--- src/rtl/bus_pkg.sv ---
// -----------------------------------------------------------------------------
// bus_pkg
// Shared definitions for the two-requester bus arbiter.
//   DEF_WIDTH      : default payload width of each requester and of bus_data
//   DEF_MAX_BEATS  : default beat quota a requester keeps while the other waits
//   state_e        : arbiter FSM states (IDLE, OWN0, OWN1)
//   own_state()    : maps a requester index to its ownership state
// -----------------------------------------------------------------------------
package bus_pkg;

    localparam int DEF_WIDTH     = 4;
    localparam int DEF_MAX_BEATS = 4;

    typedef enum logic [1:0] {
        IDLE = 2'd0,
        OWN0 = 2'd1,
        OWN1 = 2'd2
    } state_e;

    function automatic state_e own_state(input logic who);
        return who ? OWN1 : OWN0;
    endfunction

endpackage

--- src/rtl/bus_beat_counter.sv ---
// -----------------------------------------------------------------------------
// bus_beat_counter
// Counts beats of the current bus tenure. Never counts past MAX_BEATS-1; the
// owner of the counter is expected to clear it at terminal count.
// Ports:
//   clk    : clock
//   reset  : synchronous, active-low reset
//   inc_i  : a beat happened this cycle
//   clr_i  : clear to zero (takes priority over inc_i)
//   tc_o   : count equals MAX_BEATS-1
// -----------------------------------------------------------------------------
module bus_beat_counter
    import bus_pkg::*;
#(
    parameter int MAX_BEATS = DEF_MAX_BEATS
) (
    input  logic clk,
    input  logic reset,
    input  logic inc_i,
    input  logic clr_i,
    output logic tc_o
);

    localparam int CNT_W = $clog2(MAX_BEATS) + 1;
    localparam logic [CNT_W-1:0] TC_VAL = CNT_W'(MAX_BEATS - 1);

    logic [CNT_W-1:0] cnt_q;
    logic [CNT_W-1:0] cnt_d;

    assign tc_o = (cnt_q == TC_VAL);

    always_comb begin
        cnt_d = cnt_q;
        if (clr_i) begin
            cnt_d = '0;
        end else if (inc_i && !tc_o) begin
            // Saturate rather than wrap if a caller forgets to clear.
            cnt_d = cnt_q + 1'b1;
        end
    end

    always_ff @(posedge clk) begin
        if (!reset) begin
            cnt_q <= '0;
        end else begin
            cnt_q <= cnt_d;
        end
    end

endmodule

--- src/rtl/bus_arbiter.sv ---
// -----------------------------------------------------------------------------
// bus_arbiter
// Two-requester bus arbiter with a per-tenure beat quota. A requester keeps
// the bus while it requests; once it has taken MAX_BEATS beats and the other
// side is waiting, ownership hands over with no idle cycle. Uncontended
// owners hold indefinitely. Ties from IDLE go to the requester that did not
// win last (requester 0 after reset).
// Ports:
//   clk       : clock
//   reset     : synchronous, active-low reset
//   req_0/1   : level-sensitive bus requests
//   data_0/1  : requester payloads
//   gnt_0/1   : requester owns the bus this cycle
//   bus_sel   : datapath mux select (1 = requester 1)
//   bus_data  : registered payload of the last beat
//   bus_valid : bus_data was transferred in the previous cycle
// -----------------------------------------------------------------------------
module bus_arbiter
    import bus_pkg::*;
#(
    parameter int WIDTH     = DEF_WIDTH,
    parameter int MAX_BEATS = DEF_MAX_BEATS
) (
    input  logic             clk,
    input  logic             reset,
    input  logic             req_0,
    input  logic [WIDTH-1:0] data_0,
    input  logic             req_1,
    input  logic [WIDTH-1:0] data_1,
    output logic             gnt_0,
    output logic             gnt_1,
    output logic             bus_sel,
    output logic [WIDTH-1:0] bus_data,
    output logic             bus_valid
);

    state_e           state_q, state_d;
    logic             last_winner_q, last_winner_d;
    logic [WIDTH-1:0] bus_data_q, bus_data_d;
    logic             bus_valid_q, bus_valid_d;

    logic             owner;      // index of the current owner (0 in IDLE)
    logic             own_req;
    logic             other_req;
    logic [WIDTH-1:0] own_data;
    logic             beat;
    logic             tc;
    logic             cnt_clr;

    bus_beat_counter #(
        .MAX_BEATS(MAX_BEATS)
    ) u_beat_counter (
        .clk   (clk),
        .reset (reset),
        .inc_i (beat),
        .clr_i (cnt_clr),
        .tc_o  (tc)
    );

    always_comb begin
        state_d       = state_q;
        last_winner_d = last_winner_q;
        beat          = 1'b0;
        owner         = (state_q == OWN1);
        own_req       = owner ? req_1 : req_0;
        other_req     = owner ? req_0 : req_1;
        own_data      = owner ? data_1 : data_0;

        case (state_q)
            IDLE: begin
                if (req_0 && req_1) begin
                    state_d = own_state(~last_winner_q);
                end else if (req_0) begin
                    state_d = OWN0;
                end else if (req_1) begin
                    state_d = OWN1;
                end
            end
            OWN0, OWN1: begin
                if (own_req) begin
                    beat = 1'b1;
                    // Quota exhausted only matters when someone is waiting.
                    if (tc && other_req) begin
                        state_d = own_state(~owner);
                    end
                end else if (other_req) begin
                    state_d = own_state(~owner);
                end else begin
                    state_d = IDLE;
                end
            end
            default: state_d = IDLE;
        endcase

        if ((state_d != state_q) && (state_d != IDLE)) begin
            last_winner_d = (state_d == OWN1);
        end

        // A terminal-count beat that keeps ownership starts a fresh quota.
        cnt_clr     = (state_d != state_q) || (beat && tc);
        bus_valid_d = beat;
        bus_data_d  = beat ? own_data : bus_data_q;
    end

    always_ff @(posedge clk) begin
        if (!reset) begin
            state_q       <= IDLE;
            last_winner_q <= 1'b1;
            bus_data_q    <= '0;
            bus_valid_q   <= 1'b0;
        end else begin
            state_q       <= state_d;
            last_winner_q <= last_winner_d;
            bus_data_q    <= bus_data_d;
            bus_valid_q   <= bus_valid_d;
        end
    end

    assign gnt_0     = (state_q == OWN0);
    assign gnt_1     = (state_q == OWN1);
    assign bus_sel   = (state_q == OWN1);
    assign bus_data  = bus_data_q;
    assign bus_valid = bus_valid_q;

endmodule

--- config.mk ---
export PLATFORM = sky130hd
export DESIGN_NAME = bus_arbiter
export DESIGN_NICKNAME = d
export VERILOG_FILES = /design/src/rtl/bus_pkg.sv /design/src/rtl/bus_beat_counter.sv /design/src/rtl/bus_arbiter.sv
export SDC_FILE = /design/constraint.sdc
export NUM_CORES = 1
export LEC_CHECK = 0
export CORE_AREA = 8 8 48 50
export CTS_CLUSTER_DIAMETER = 150
export DETAILED_ROUTE_END_ITERATION = 6
export DIE_AREA = 0 0 56 58
export PLACE_DENSITY = 0.77
export SETUP_SLACK_MARGIN = 0.02
export SLEW_MARGIN = 20
export SYNTH_ARGS = -nofsm -noshare
export SYNTH_HDL_FRONTEND = slang
export SYNTH_HIERARCHICAL = 1
export SYNTH_SLANG_ARGS = --single-unit
--- constraint.sdc ---
create_clock -name clk -period 3.32 [get_ports clk]
set_clock_uncertainty 0.05 [all_clocks]
set_input_delay 0.332 -clock clk [delete_from_list [all_inputs] [get_ports clk]]
set_output_delay 0.332 -clock clk [all_outputs]
set_load 0.005 [all_outputs]
# Yosys cells after proc, flatten, opt, wreduce, memory -nomap -nowiden
# Cells that the tools add are included.
# Widths: inputs -> output; s select.
[classes]
addsub = 1
n_mux = 14
eq_ne = 5
reduce_logical = 11
bitwise_logic = 1
[ops]
columns = ["operator", "n"]
rows = [
  ["$mux 2", 8],
  ["$logic_and 1x1->1", 5],
  ["$eq 2x2->1 const B", 2],
  ["$mux 1", 4],
  ["$mux 4", 1],
  ["$pmux 2 s2", 1],
  ["$reduce_or 2->1", 2],
  ["$add 3x1->3 const B", 1],
  ["$eq 3x2->1 const B", 1],
  ["$eq 2x1->1 const B", 1],
  ["$logic_not 2->1", 1],
  ["$ne 2x2->1", 1],
  ["$reduce_bool 2->1", 1],
  ["$logic_not 1->1", 1],
  ["$logic_or 1x1->1", 1],
  ["$not 1->1", 1],
]
[word_totals]
reg_bits = 11
input_bits = 12
output_inout_bits = 8

# Longest topological paths before layout
# Gate-level depths: netlist of the first run.
[depth]
word_depth = 9
ltp_mapped = 11
ltp_nobuf = 10

# Cells and area by module
# Netlist of the first run, hierarchy kept.
[modules_own_cells]
columns = ["module", "area_each_um2", "seq_area_each_um2", "instances", "cells_per_inst"]
rows = [
  ["bus_arbiter", 560.5, 160.2, 1, 61],
  ["bus_beat_counter", 151.4, 60.1, 1, 14],
]

# Worst setup path before layout of the first run
# No wires, ideal clock.
[synth_path]
path_type = "register -> register"
startpoint = "reg state_q[0]"
endpoint = "reg u_beat_counter.cnt_q[2]"
period_less_slack_ps = 2133
t_required_ps = 3191
setup_time_ps = 79
setup_slack_ps = 1187
arrival_time_ps = 2004
path_stages_with_launch = 11
cell_sequence = "dfxtp_1 > inv_1 > ha_1 > buf_4 > a22o_1 > a32oi_1 > o32a_1 > xnor2_1 > nand3_1 > nand2b_1 > a211oi_2"
[synth_between]
elab_chain_cells = 9
word_cells_on_any_way = 22
cone_classes = "eq/ne (3); mux (12); reduce/logical (7)"
[synth_lines]
columns = ["element", "line_no", "text"]
rows = [
  ["from (decl)", "bus_arbiter.sv:37", "state_e state_q, state_d;"],
  ["from (signal assigned)", "bus_arbiter.sv:112", "state_q <= state_d;"],
  ["$eq 2x2->1 (*)", "-", ""],
  ["via bus_sel", "bus_arbiter.sv:32", "output logic bus_sel,"],
  ["$mux 1", "bus_arbiter.sv:66", "other_req = owner ? req_0 : req_1;"],
  ["$logic_and 1x1->1", "bus_arbiter.sv:83", "if (tc && other_req) begin"],
  ["$mux 2", "bus_arbiter.sv:83", ""],
  ["$mux 2", "bus_arbiter.sv:80", "if (own_req) begin"],
  ["$pmux 2 s2", "bus_arbiter.sv:69", "case (state_q)"],
  ["$ne 2x2->1", "bus_arbiter.sv:100", "cnt_clr = (state_d != state_q) || (beat && tc);"],
  ["$logic_or 1x1->1 (*)", "bus_arbiter.sv:100", ""],
  ["via cnt_clr", "bus_arbiter.sv:48", "logic cnt_clr;"],
  ["$reduce_or 2->1 (no line) (*)", "-", ""],
  ["to (signal assigned)", "bus_beat_counter.sv:46", "cnt_q <= cnt_d;"],
  ["to (decl)", "bus_beat_counter.sv:27", "logic [CNT_W-1:0] cnt_q;"],
]
# Mark *: on every way through the listed nets, which the timed path passes. The rest lies on a longest branch.
# A chain may end at the register's enable or synchronous reset.

# Worst setup path after layout of the first run
[layout_path]
startpoint = "reg state_q[0]"
endpoint = "reg u_beat_counter.cnt_q[2]"
[layout_between]
elab_chain_cells = 9
word_cells_on_any_way = 22
cone_classes = "eq/ne (3); mux (12); reduce/logical (7)"
[layout_lines]
columns = ["element", "line_no"]
rows = [
  ["$eq 2x2->1", "bus_arbiter.sv:64, bus_arbiter.sv:69"],
  ["$mux 1", "bus_arbiter.sv:66"],
  ["$logic_and 1x1->1", "bus_arbiter.sv:83"],
  ["$mux 2", "bus_arbiter.sv:83"],
  ["$mux 2", "bus_arbiter.sv:80"],
  ["$pmux 2 s2", "bus_arbiter.sv:69"],
  ["$ne 2x2->1", "bus_arbiter.sv:100"],
  ["$logic_or 1x1->1 (*)", "bus_arbiter.sv:100"],
  ["via cnt_clr", "bus_arbiter.sv:48"],
  ["$reduce_or 2->1 (no line) (*)", "-"],
]
# Marks and branches as above.

==> results of run 1 <==
-- cells in the final DEF (no fill, tap or decap), types with 3 or more instances in the layout --
cell type	n
clkdlybuf4s50_1	19
dfxtp_1	11
nand2_1	7
mux2i_1	6
inv_1	6
ha_1	6
nand2b_1	4
o211a_1	4
xnor2_1	3
nand3_1	3
clkbuf_4	3
nor2_1	3
-- cells in the mapped netlist --
cell type | n | area share [%]
dfxtp_1 | 11 | 31
nand2_1 | 7 | 3.7
ha_1 | 6 | 11
inv_1 | 6 | 3.2
mux2i_1 | 6 | 8.4
nand2b_1 | 4 | 3.5
o211a_1 | 4 | 5.6
nand3_1 | 3 | 2.1
nor2_1 | 3 | 1.6
xnor2_1 | 3 | 3.7
a21boi_0 | 2 | 2.1
a22o_1 | 2 | 2.5
a32oi_1 | 2 | 2.5
buf_4 | 2 | 2.1
nor2b_1 | 2 | 1.8
a211oi_2 | 1 | 1.8
a21oi_1 | 1 | 0.70
and2_1 | 1 | 0.88
and2_2 | 1 | 1.1
buf_1 | 1 | 0.53
mux2_4 | 1 | 2.1
nand3_2 | 1 | 1.4
nor2b_4 | 1 | 1.9
o211ai_1 | 1 | 1.1
o21ai_0 | 1 | 0.70
o32a_1 | 1 | 1.4
o32ai_2 | 1 | 2.3
-- cell type report --
type | instances | area share (%)
timing repair buffer | 20 | 21.1
inverter | 6 | 2.40
clock buffer | 4 | 2.80
sequential | 11 | 23.5
tap | 17 | 2.27
multi-input combinational | 55 | 48.0
-- sequential cells by signal, indices dropped and copies added, names as in the netlist --
register	count
bus_valid	1
bus_data	4
last_winner_q	1
u_beat_counter/cnt_q	3
state_q	2
-- metrics by stage --
| stage | area, um^2 | util, % | hold slack, ns |
|---|---|---|---|
| 6_report | 938 | 58.1 | 0.453 |
| 5_1_grt | 938 | 58.1 | 0.485 |
| 4_1_cts | 938 | 58.1 | 0.462 |
| 3_5_place_dp | 912 | 56.5 | 0.441 |
| 3_3_place_gp | 912 | 56.5 | 0.430 |
| 2_1_floorplan | 712 | - | 0.404 |
-- critical path: stages, from the launching register on --
cell and delay [ns]:
dfxtp_1 0.40, inv_1 0.15, ha_1 0.45, inv_1 0.11, a22o_1 0.22, a32oi_1 0.21
o32ai_2 0.16, xnor2_1 0.16, nand3_1 0.07, nand2b_1 0.18, a211oi_2 0.15
-- cells by family after synthesis --
group	after synthesis	share of synthesized area (%)
buffers and inverters	9	5.80
adders and majority gates	6	10.5
DFF	11	30.9
muxes	7	10.5
AOI/OAI and AO/OA	16	20.6
xor gates and xnor gates	3	3.69
and+or+nand+nor	23	17.9
-- per-layer routing --
layer | up-vias | global-route usage, %
met3 | 2 | 5.02
met1 | 277 | 10.4
met2 | 18 | 14.7
li1 | 307 | -
met5 | - | 0
met4 | 0 | 6.19
-- power by group --
part / internal, mW / total, mW / switching, mW / leakage, nW
Sequential: 0.153 / 0.173 / 0.0200 / 0.0899
Clock: 0.0465 / 0.0911 / 0.0446 / 0.0150
Combinational: 0.113 / 0.198 / 0.0846 / 0.291
Total: 0.312 / 0.462 / 0.149 / 0.396
-- worst paths after layout --
path / start / cells after the start / end / slack, ns
max: state_q[0] / 10 / u_beat_counter/cnt_q[2] / 0.93
min: u_beat_counter/cnt_q[1] / 2 / u_beat_counter/cnt_q[1] / 0.45
max reg2reg: state_q[0] / 10 / u_beat_counter/cnt_q[2] / 0.93
min reg2reg: u_beat_counter/cnt_q[1] / 2 / u_beat_counter/cnt_q[1] / 0.45
==> summary.txt, run 1 <==
STA
  • Fin. max-slew vios: 0
  • Tcrit/Tclk final: 72.0%
  • RSZ-0062 raised after global routing: no
  • Setup violations, final: 0
  • Final setup margin: 0.931 ns
  • TNS Setup: 0 ns
  • Max transition margin: 69.8%
  • Final hold violation count: 0
  • Max Freq: 0.419 GHz
  • Fin crit period: 2.39 ns
  • Worst Max-Slew Pin Slew: 0.453 ns

Die
  • Die Width: 56 um
  • Cell Rows: 15
  • Die area: 3250 um^2
  • I/O pin count: 20
  • Die Height: 58 um
  • Starting Density: 44.1%
  • Core region area: 1610 um^2

Clocking
  • Clk buf depth: 2
  • Post-cts sizing count: 0
  • CTS Hold Bufs: 0
  • CTS tree: done
  • Clk Latency, worst-skew pair: 0.26 ns
  • Total CTS buffers: 3
  • H-tree lvl count: 1
  • Clock Pin Slew Worst Setup and Hold Paths: 0.07 ns
  • Setup bufs post-CTS: 0
  • CTS root buf: clkbuf_4
  • Sink Count: 11

Global route
  • Grt ovf: 0
  • Initial antenna violation count: 0
  • First-pass GRT wire length: 2580 um
  • Vias in the first global route: 617
  • Largest net degree at the start of global routing: 12
  • Gr usage total: 9.70%

Routing
  • Routed WL: 1450 um
  • Antenna Nets Post-Route: 0
  • Routed length per instance: 12.8 um
  • Top layer in use: met4
  • 1st-pass router iterations: 3
  • Vias per cell: 5.35
  • Routed wl met2: 658 um
  • Post-route DRC: 0
  • Met1 WL: 641 um
  • Starting DRT DRC Count: 9
  • Met3 WL: 138 um
  • Vias: 604

Finish
  • Layout cell share with drive strength beyond 1: 10.4%
  • Fillers: 149
  • Post-Layout Cell Count: 113
  • Area growth syn-to-layout: 31.8%
  • Nets: 115
  • Sequential cell area: 220 um^2
  • Multi-input gate area: 450 um^2
  • Diode count: 0

Placed design
  • Placed insts: 109
  • GP Congestion: 0.763
  • HPWL Detailed: 1150 um
  • IO buf count: 19
  • Worst slack, placed: 0.964 ns

Run
  • # Max-Cap Violations: 0

Min path
  • Hold WC Path Type: reg -> reg

Status
  • Status: complete, no violations

Logic synthesis
  • Flops & latches, synth: 11
  • Syn Inst Count: 75
  • Register area share after synthesis: 30.9%
  • Synth Net Count: 93
  • YS warnings: 6
  • Syn Std Cell Area: 712 um^2
  • Synth cell types: 27
  • Mapped Avg Cell Area: 9.49 um^2

Power
  • Final Total Pwr: 462 uW
  • P_leak: 0.396 nW
  • Peak supply drop: 0.380 mV
  • P per Cell Area: 492 nW/um^2

Worst setup path
  • Crit end category: register
  • CP max FO: 10
  • Critical Path AT: 2.53 ns
  • Critical path required time: 3.46 ns
  • CP Launch Type: register
  • Setup Crit Path Kind: reg -> reg
Note: power is estimated with default switching activity, not from simulation.
==> run 2: changes to the inputs <==
CORE_AREA = 8 8 51 53   (was 8 8 48 50)
DIE_AREA = 0 0 59 61   (was 0 0 56 58)
PLACE_DENSITY = 0.71   (was 0.77)
clock period = 2.1 ns   (was 3.32 ns; I/O delays follow)
==> run 2 against run 1 <==
Compared with the run above:
- first-iteration DRC count is 33% lower
- global-route usage hardly changed
- count of clock-buffer cells in the layout stayed put
==> summary.txt, run 2 (same netlist as run 1, synthesis figures left out) <==
Routing
  • Routed WL: 1620 um
  • Vias per cell: 4.74
  • Starting DRT DRC Count: 6
  • 1st-pass router iterations: 4
  • Vias: 626
  • Post-route DRC: 0
  • Routed length per instance: 12.3 um
  • Antenna Nets Post-Route: 0

Placed design
  • Worst slack, placed: -0.0415 ns
  • GP Congestion: 0.854
  • IO buf count: 19
  • Placed inst area: 986 um^2
  • HPWL Detailed: 1280 um
  • Placed insts: 127

Worst setup path
  • R2r setup slk: 0.07 ns
  • Setup Crit Path Kind: reg -> reg
  • WP buf/inv: 0
  • Cells along the critical path: ha_4, ha_4, nand2b_1, a22o_1, a32oi_1, o32a_1, xnor2_1, nand3_1, nand2b_4, a211oi_2
  • CP Launch Type: register
  • Highest cell delay on the worst timing path: 0.34 ns
  • Crit path max-delay family: compound AO/OA/AOI/OAI gates
  • R2R Path Start: u_beat_counter/cnt_q[0]
  • Critical Path AT: 2.17 ns
  • Slowest CP cell: dfxtp_2
  • Crit end category: register
  • Reg2reg end: u_beat_counter/cnt_q[2]
  • FF-to-FF path depth: 10
  • CP max FO: 5
  • Critical Path Most Common Cell: ha_4
  • Critical path required time: 2.24 ns

Power
  • Clk network pwr share: 17.8%
  • Switching power: 254 uW
  • Pint: 547 uW
  • Peak supply drop: 0.393 mV
  • Logic pwr share: 49.2%
  • P_leak: 0.448 nW
  • Final Total Pwr: 801 uW
  • Part of the power in registers: 33.0%
  • P per Cell Area: 745 nW/um^2
  • Net Sw Frac: 31.7%

Die
  • Die Height: 61 um
  • Die area: 3600 um^2
  • Starting Density: 38.7%
  • Die Width: 59 um
  • I/O pin count: 20
  • Cell Rows: 16
  • Core region area: 1840 um^2

Clocking
  • Clk buf depth: 2
  • CTS Hold Bufs: 0
  • Clk Latency, worst-skew pair: 0.27 ns
  • Clock Pin Slew Worst Setup and Hold Paths: 0.07 ns
  • Sink Count: 11
  • CTS root buf: clkbuf_4
  • Total CTS buffers: 3
  • H-tree lvl count: 1
  • CTS tree: done

Global route
  • Vias in the first global route: 611
  • Grt ovf: 0
  • First-pass GRT wire length: 2670 um
  • Gr usage total: 9.65%
  • Initial antenna violation count: 0
  • Largest net degree at the start of global routing: 10

Min path
  • Hold_sp: bus_data[2]
  • Endpoint, Worst Hold: bus_data[2]
  • Hold Path Depth: 1
  • Hold WC Path Type: reg -> reg

STA
  • Setup violations, final: 0
  • TNS Setup: 0 ns
  • Max transition margin: 75.4%
  • RSZ-0062 raised after global routing: yes
  • Fin. max-slew vios: 0
  • Tcrit/Tclk final: 96.5%
  • Hold_ws: 0.448 ns
  • Worst Max-Slew Pin Slew: 0.367 ns
  • Final hold violation count: 0
  • Final setup margin: 0.0739 ns
  • Max Freq: 0.494 GHz
  • Fin crit period: 2.03 ns

Finish
  • Post-Layout Cell Count: 132
  • Max FFs per register: 4
  • Layout cell share with drive strength beyond 1: 27.6%
  • Most common cell after layout, fill and taps aside: clkdlybuf4s50_1
  • Most frequent cells in the layout: clkdlybuf4s50_1, buf_4, dfxtp_1
  • Nets: 124
  • Fin area: 1070 um^2
  • Area growth syn-to-layout: 51.0%
  • Diode count: 0
  • Fin util: 58.4%

Status
  • Status: complete, no violations

Run
  • # Max-Cap Violations: 0
[run 2: cell type report]
cell class,instances,area (um^2)
Clock buffer,4,26.3
Fill cell,171,767
Inverter,6,22.5
Multi-Input combinational cell,55,503
Sequential cell,11,224
Tap cell,27,33.8
Timing Repair Buffer,29,265
[run 2: worst max path at each step]
stage                                  from                       to  cells past startpoint
floorplan           u_beat_counter/cnt_q[0]  u_beat_counter/cnt_q[2]                     10
global placement                      req_0  u_beat_counter/cnt_q[2]                      9
detailed placement                    req_0  u_beat_counter/cnt_q[2]                      9
CTS                 u_beat_counter/cnt_q[0]  u_beat_counter/cnt_q[2]                     10
global route        u_beat_counter/cnt_q[0]  u_beat_counter/cnt_q[2]                     10
finish              u_beat_counter/cnt_q[0]  u_beat_counter/cnt_q[2]                     10
[run 2: per-layer routing]
layer / vias up / track usage, % / share of wire [%]
met5: - / 0 / 0
li1: 324 / - / -
met1: 288 / 10.5 / 47
met2: 10 / 16.5 / 47
met4: 0 / 5.12 / 1.7
met3: 4 / 2.97 / 3.3
[run 2: timing repair]
item                       4_1_cts  5_1_grt
setup endpoints to repair        3        4
resized for setup                3        8
gates cloned                     0        0
setup buffers                    1        0
pin swaps                        1        4
[run 2: power groups by stage]
stage                     logic, mW  clock network (mW)  registers (mW)
final                         0.394               0.143           0.264
after CTS                     0.391               0.150           0.262
after global placement        0.361                   0           0.265
after global routing          0.431               0.158           0.269
after detailed placement      0.366                   0           0.267
after floorplan               0.212                   0           0.273
==> run 3: changes to the inputs <==
CORE_AREA = 8 8 69 53   (was 8 8 51 53)
DIE_AREA = 0 0 77 61   (was 0 0 59 61)
PLACE_DENSITY = not set   (was 0.71)
SYNTH_HIERARCHICAL = not set   (was 1)
TNS_END_PERCENT = 1   (was not set)
==> run 3 against run 2 <==
Compared with the run above:
- area after synthesis increased by 5.8%
- utilization decreased by 19 points
- via count increased by 20%
- global-route usage decreased by 1.1 points
- largest cell class unchanged
==> summary.txt, run 3 <==
Logic synthesis
  • Area share of the largest cell type after synthesis: 29.2%
  • Synth cell types: 29
  • Number of synthesized flops with an enable pin: 0
  • Top cells by count, synth: nor2_1, a21oi_1, dfxtp_1, ha_1, mux2i_1
  • Synth Net Count: 113
  • YS warnings: 0
  • Leading area contributor after synthesis: dfxtp_1
  • Area contributors post-synth: dfxtp_1, ha_1, a21oi_1
  • Mapped Avg Cell Area: 7.93 um^2
  • Syn Inst Count: 95
  • Syn Std Cell Area: 753 um^2
  • Count leader, synth: nor2_1
  • Dominant synthesized flop cell: dfxtp_1
  • Fraction of registers with async set/reset: 0%
  • Flops & latches, synth: 11
  • Register area share after synthesis: 29.2%

Placed design
  • GP Congestion: 0.861
  • Placed inst area: 996 um^2
  • Worst slack, placed: 0.0261 ns
  • IO buf count: 19
  • HPWL Detailed: 1490 um

Global route
  • First-pass GRT wire length: 3150 um
  • Grt ovf: 0
  • Gr usage total: 8.54%
  • Largest net degree at the start of global routing: 16
  • Vias in the first global route: 755
  • Initial antenna violation count: 0

Routing
  • Starting DRT DRC Count: 54
  • Post-route DRC: 0
  • 1st-pass router iterations: 5
  • Routed WL: 1920 um
  • Vias: 750
  • Vias per cell: 4.87
  • Antenna Nets Post-Route: 0
  • Routed length per instance: 12.5 um

Finish
  • Most frequent cells in the layout: clkdlybuf4s50_1, nor2_1, a21oi_1
  • Sequential cell area: 221 um^2
  • Area growth syn-to-layout: 39.2%
  • Fin util: 39.7%
  • Fin area: 1050 um^2
  • Multi-input gate area: 478 um^2
  • Nets: 137
  • Fillers: 285
  • Layout cell share with drive strength beyond 1: 16.1%
  • Most common cell after layout, fill and taps aside: clkdlybuf4s50_1
  • Diode count: 0
  • Max FFs per register: 4

Clocking
  • CTS tree: done
  • Sink Count: 11
  • H-tree lvl count: 1
  • CTS root buf: clkbuf_8
  • Clk buf depth: 2
  • Total CTS buffers: 3
  • Clock Pin Slew Worst Setup and Hold Paths: 0.05 ns
  • Clk Latency, worst-skew pair: 0.24 ns

Worst setup path
  • CP Launch Type: register
  • Setup crit end: u_beat_counter.cnt_q[0]
  • Crit end category: register
  • FF-to-FF path depth: 8
  • Critical Path AT: 2.03 ns
  • Critical path required time: 2.22 ns
  • R2r setup slk: 0.18 ns
  • Critical Path Start: state_q[1]
  • R2R Path Start: state_q[1]
  • Reg2reg end: u_beat_counter.cnt_q[0]
  • CP max FO: 6
  • Setup Crit Path Kind: reg -> reg

Die
  • I/O pin count: 20
  • Die Height: 61 um
  • Starting Density: 28.5%
  • Die area: 4700 um^2
  • Cell Rows: 16
  • Core region area: 2640 um^2
  • Die Width: 77 um

STA
  • Final hold violation count: 0
  • RSZ-0062 raised after global routing: no
  • Tcrit/Tclk final: 91.3%
  • Fin. max-slew vios: 0
  • Setup violations, final: 0
  • Max transition margin: 69.4%
  • Fin crit period: 1.92 ns
  • TNS Setup: 0 ns
  • Worst Max-Slew Pin Slew: 0.458 ns
  • Max Freq: 0.521 GHz
  • Final setup margin: 0.182 ns

Power
  • Peak supply drop: 0.389 mV
  • Clk network pwr share: 19.7%
  • P per Cell Area: 1010 nW/um^2
  • Switching power: 408 uW
  • Part of the power in registers: 28.1%
  • P_leak: 0.392 nW
  • Pint: 648 uW
  • Logic pwr share: 52.2%
  • Net Sw Frac: 38.7%

Status
  • Status: complete, no violations

Min path
  • Hold WC Path Type: reg -> reg
  • Hold Path Depth: 2

Run
  • # Max-Cap Violations: 0
run 3: power by group through the flow:
stage               combinational [mW]  sequential, mW  clock [mW]
finish                           0.551           0.297       0.207
floorplan                        0.355           0.294           0
CTS                              0.548           0.294       0.213
detailed placement               0.546           0.297           0
global route                     0.613           0.301       0.221
global placement                 0.528           0.299           0
run 3: final cells by class:
class / count / area share (%)
clock buffer: 3 / 3.94
clock inverter: 1 / 0.477
inverter: 6 / 2.15
multi-input combinational: 72 / 45.6
sequential: 11 / 21.1
tap: 36 / 4.30
timing repair buffer: 25 / 22.4
run 3: critical path, cell delays in order (launching register included):
cell,delay (ns)
dfxtp_2,0.38
inv_2,0.05
ha_1,0.38
a32oi_1,0.24
o21a_1,0.15
o41ai_1,0.06
a311oi_1,0.24
nand3_1,0.16
nor2_1,0.14
run 3: metal layers:
| layer | part of all wire (%) | routed length (um) | vias up | GRT usage [%] |
|---|---|---|---|---|
| li1 | - | - | 384 | - |
| met1 | 46 | 874 | 346 | 8.56 |
| met2 | 46 | 878 | 16 | 14.4 |
| met3 | 6.9 | 132 | 4 | 4.59 |
| met4 | 1.6 | 31 | 0 | 4.81 |
| met5 | 0 | 0 | - | 0 |
run 3: cell families after synthesis:
family                     count (synthesis)  synth area share, %
muxes                                      7                 9.47
adders and majority gates                  6                 9.97
and+or+nand+nor                           31                 18.6
DFF                                       11                 29.2
AOI/OAI and AO/OA                         28                 24.8
buffers and inverters                     12                 7.97
run 3: what timing repair did:
item,4_1_cts,5_1_grt
hold buffers,0,0
endpoints found under the setup margin,0,6
setup buffers,0,0
resized for setup,0,3
run 3: worst min path at each step:
stage	startpoint	end	slack [ns]
after floorplan	reset	state_q[1]	0.28
after global placement	bus_data[0]	bus_data[0]	0.42
after detailed placement	bus_data[0]	bus_data[0]	0.43
after CTS	bus_data[0]	bus_data[0]	0.45
after global routing	u_beat_counter.cnt_q[1]	u_beat_counter.cnt_q[1]	0.48
final	u_beat_counter.cnt_q[1]	u_beat_counter.cnt_q[1]	0.44
run 3: stage by stage:
stage	total power, mW	hold WS [ns]	cells
2_1_floorplan	0.649	0.282	95
3_3_place_gp	0.827	0.423	150
3_5_place_dp	0.843	0.431	150
4_1_cts	1.06	0.450	154
5_1_grt	1.14	0.476	154
6_report	1.06	0.444	154
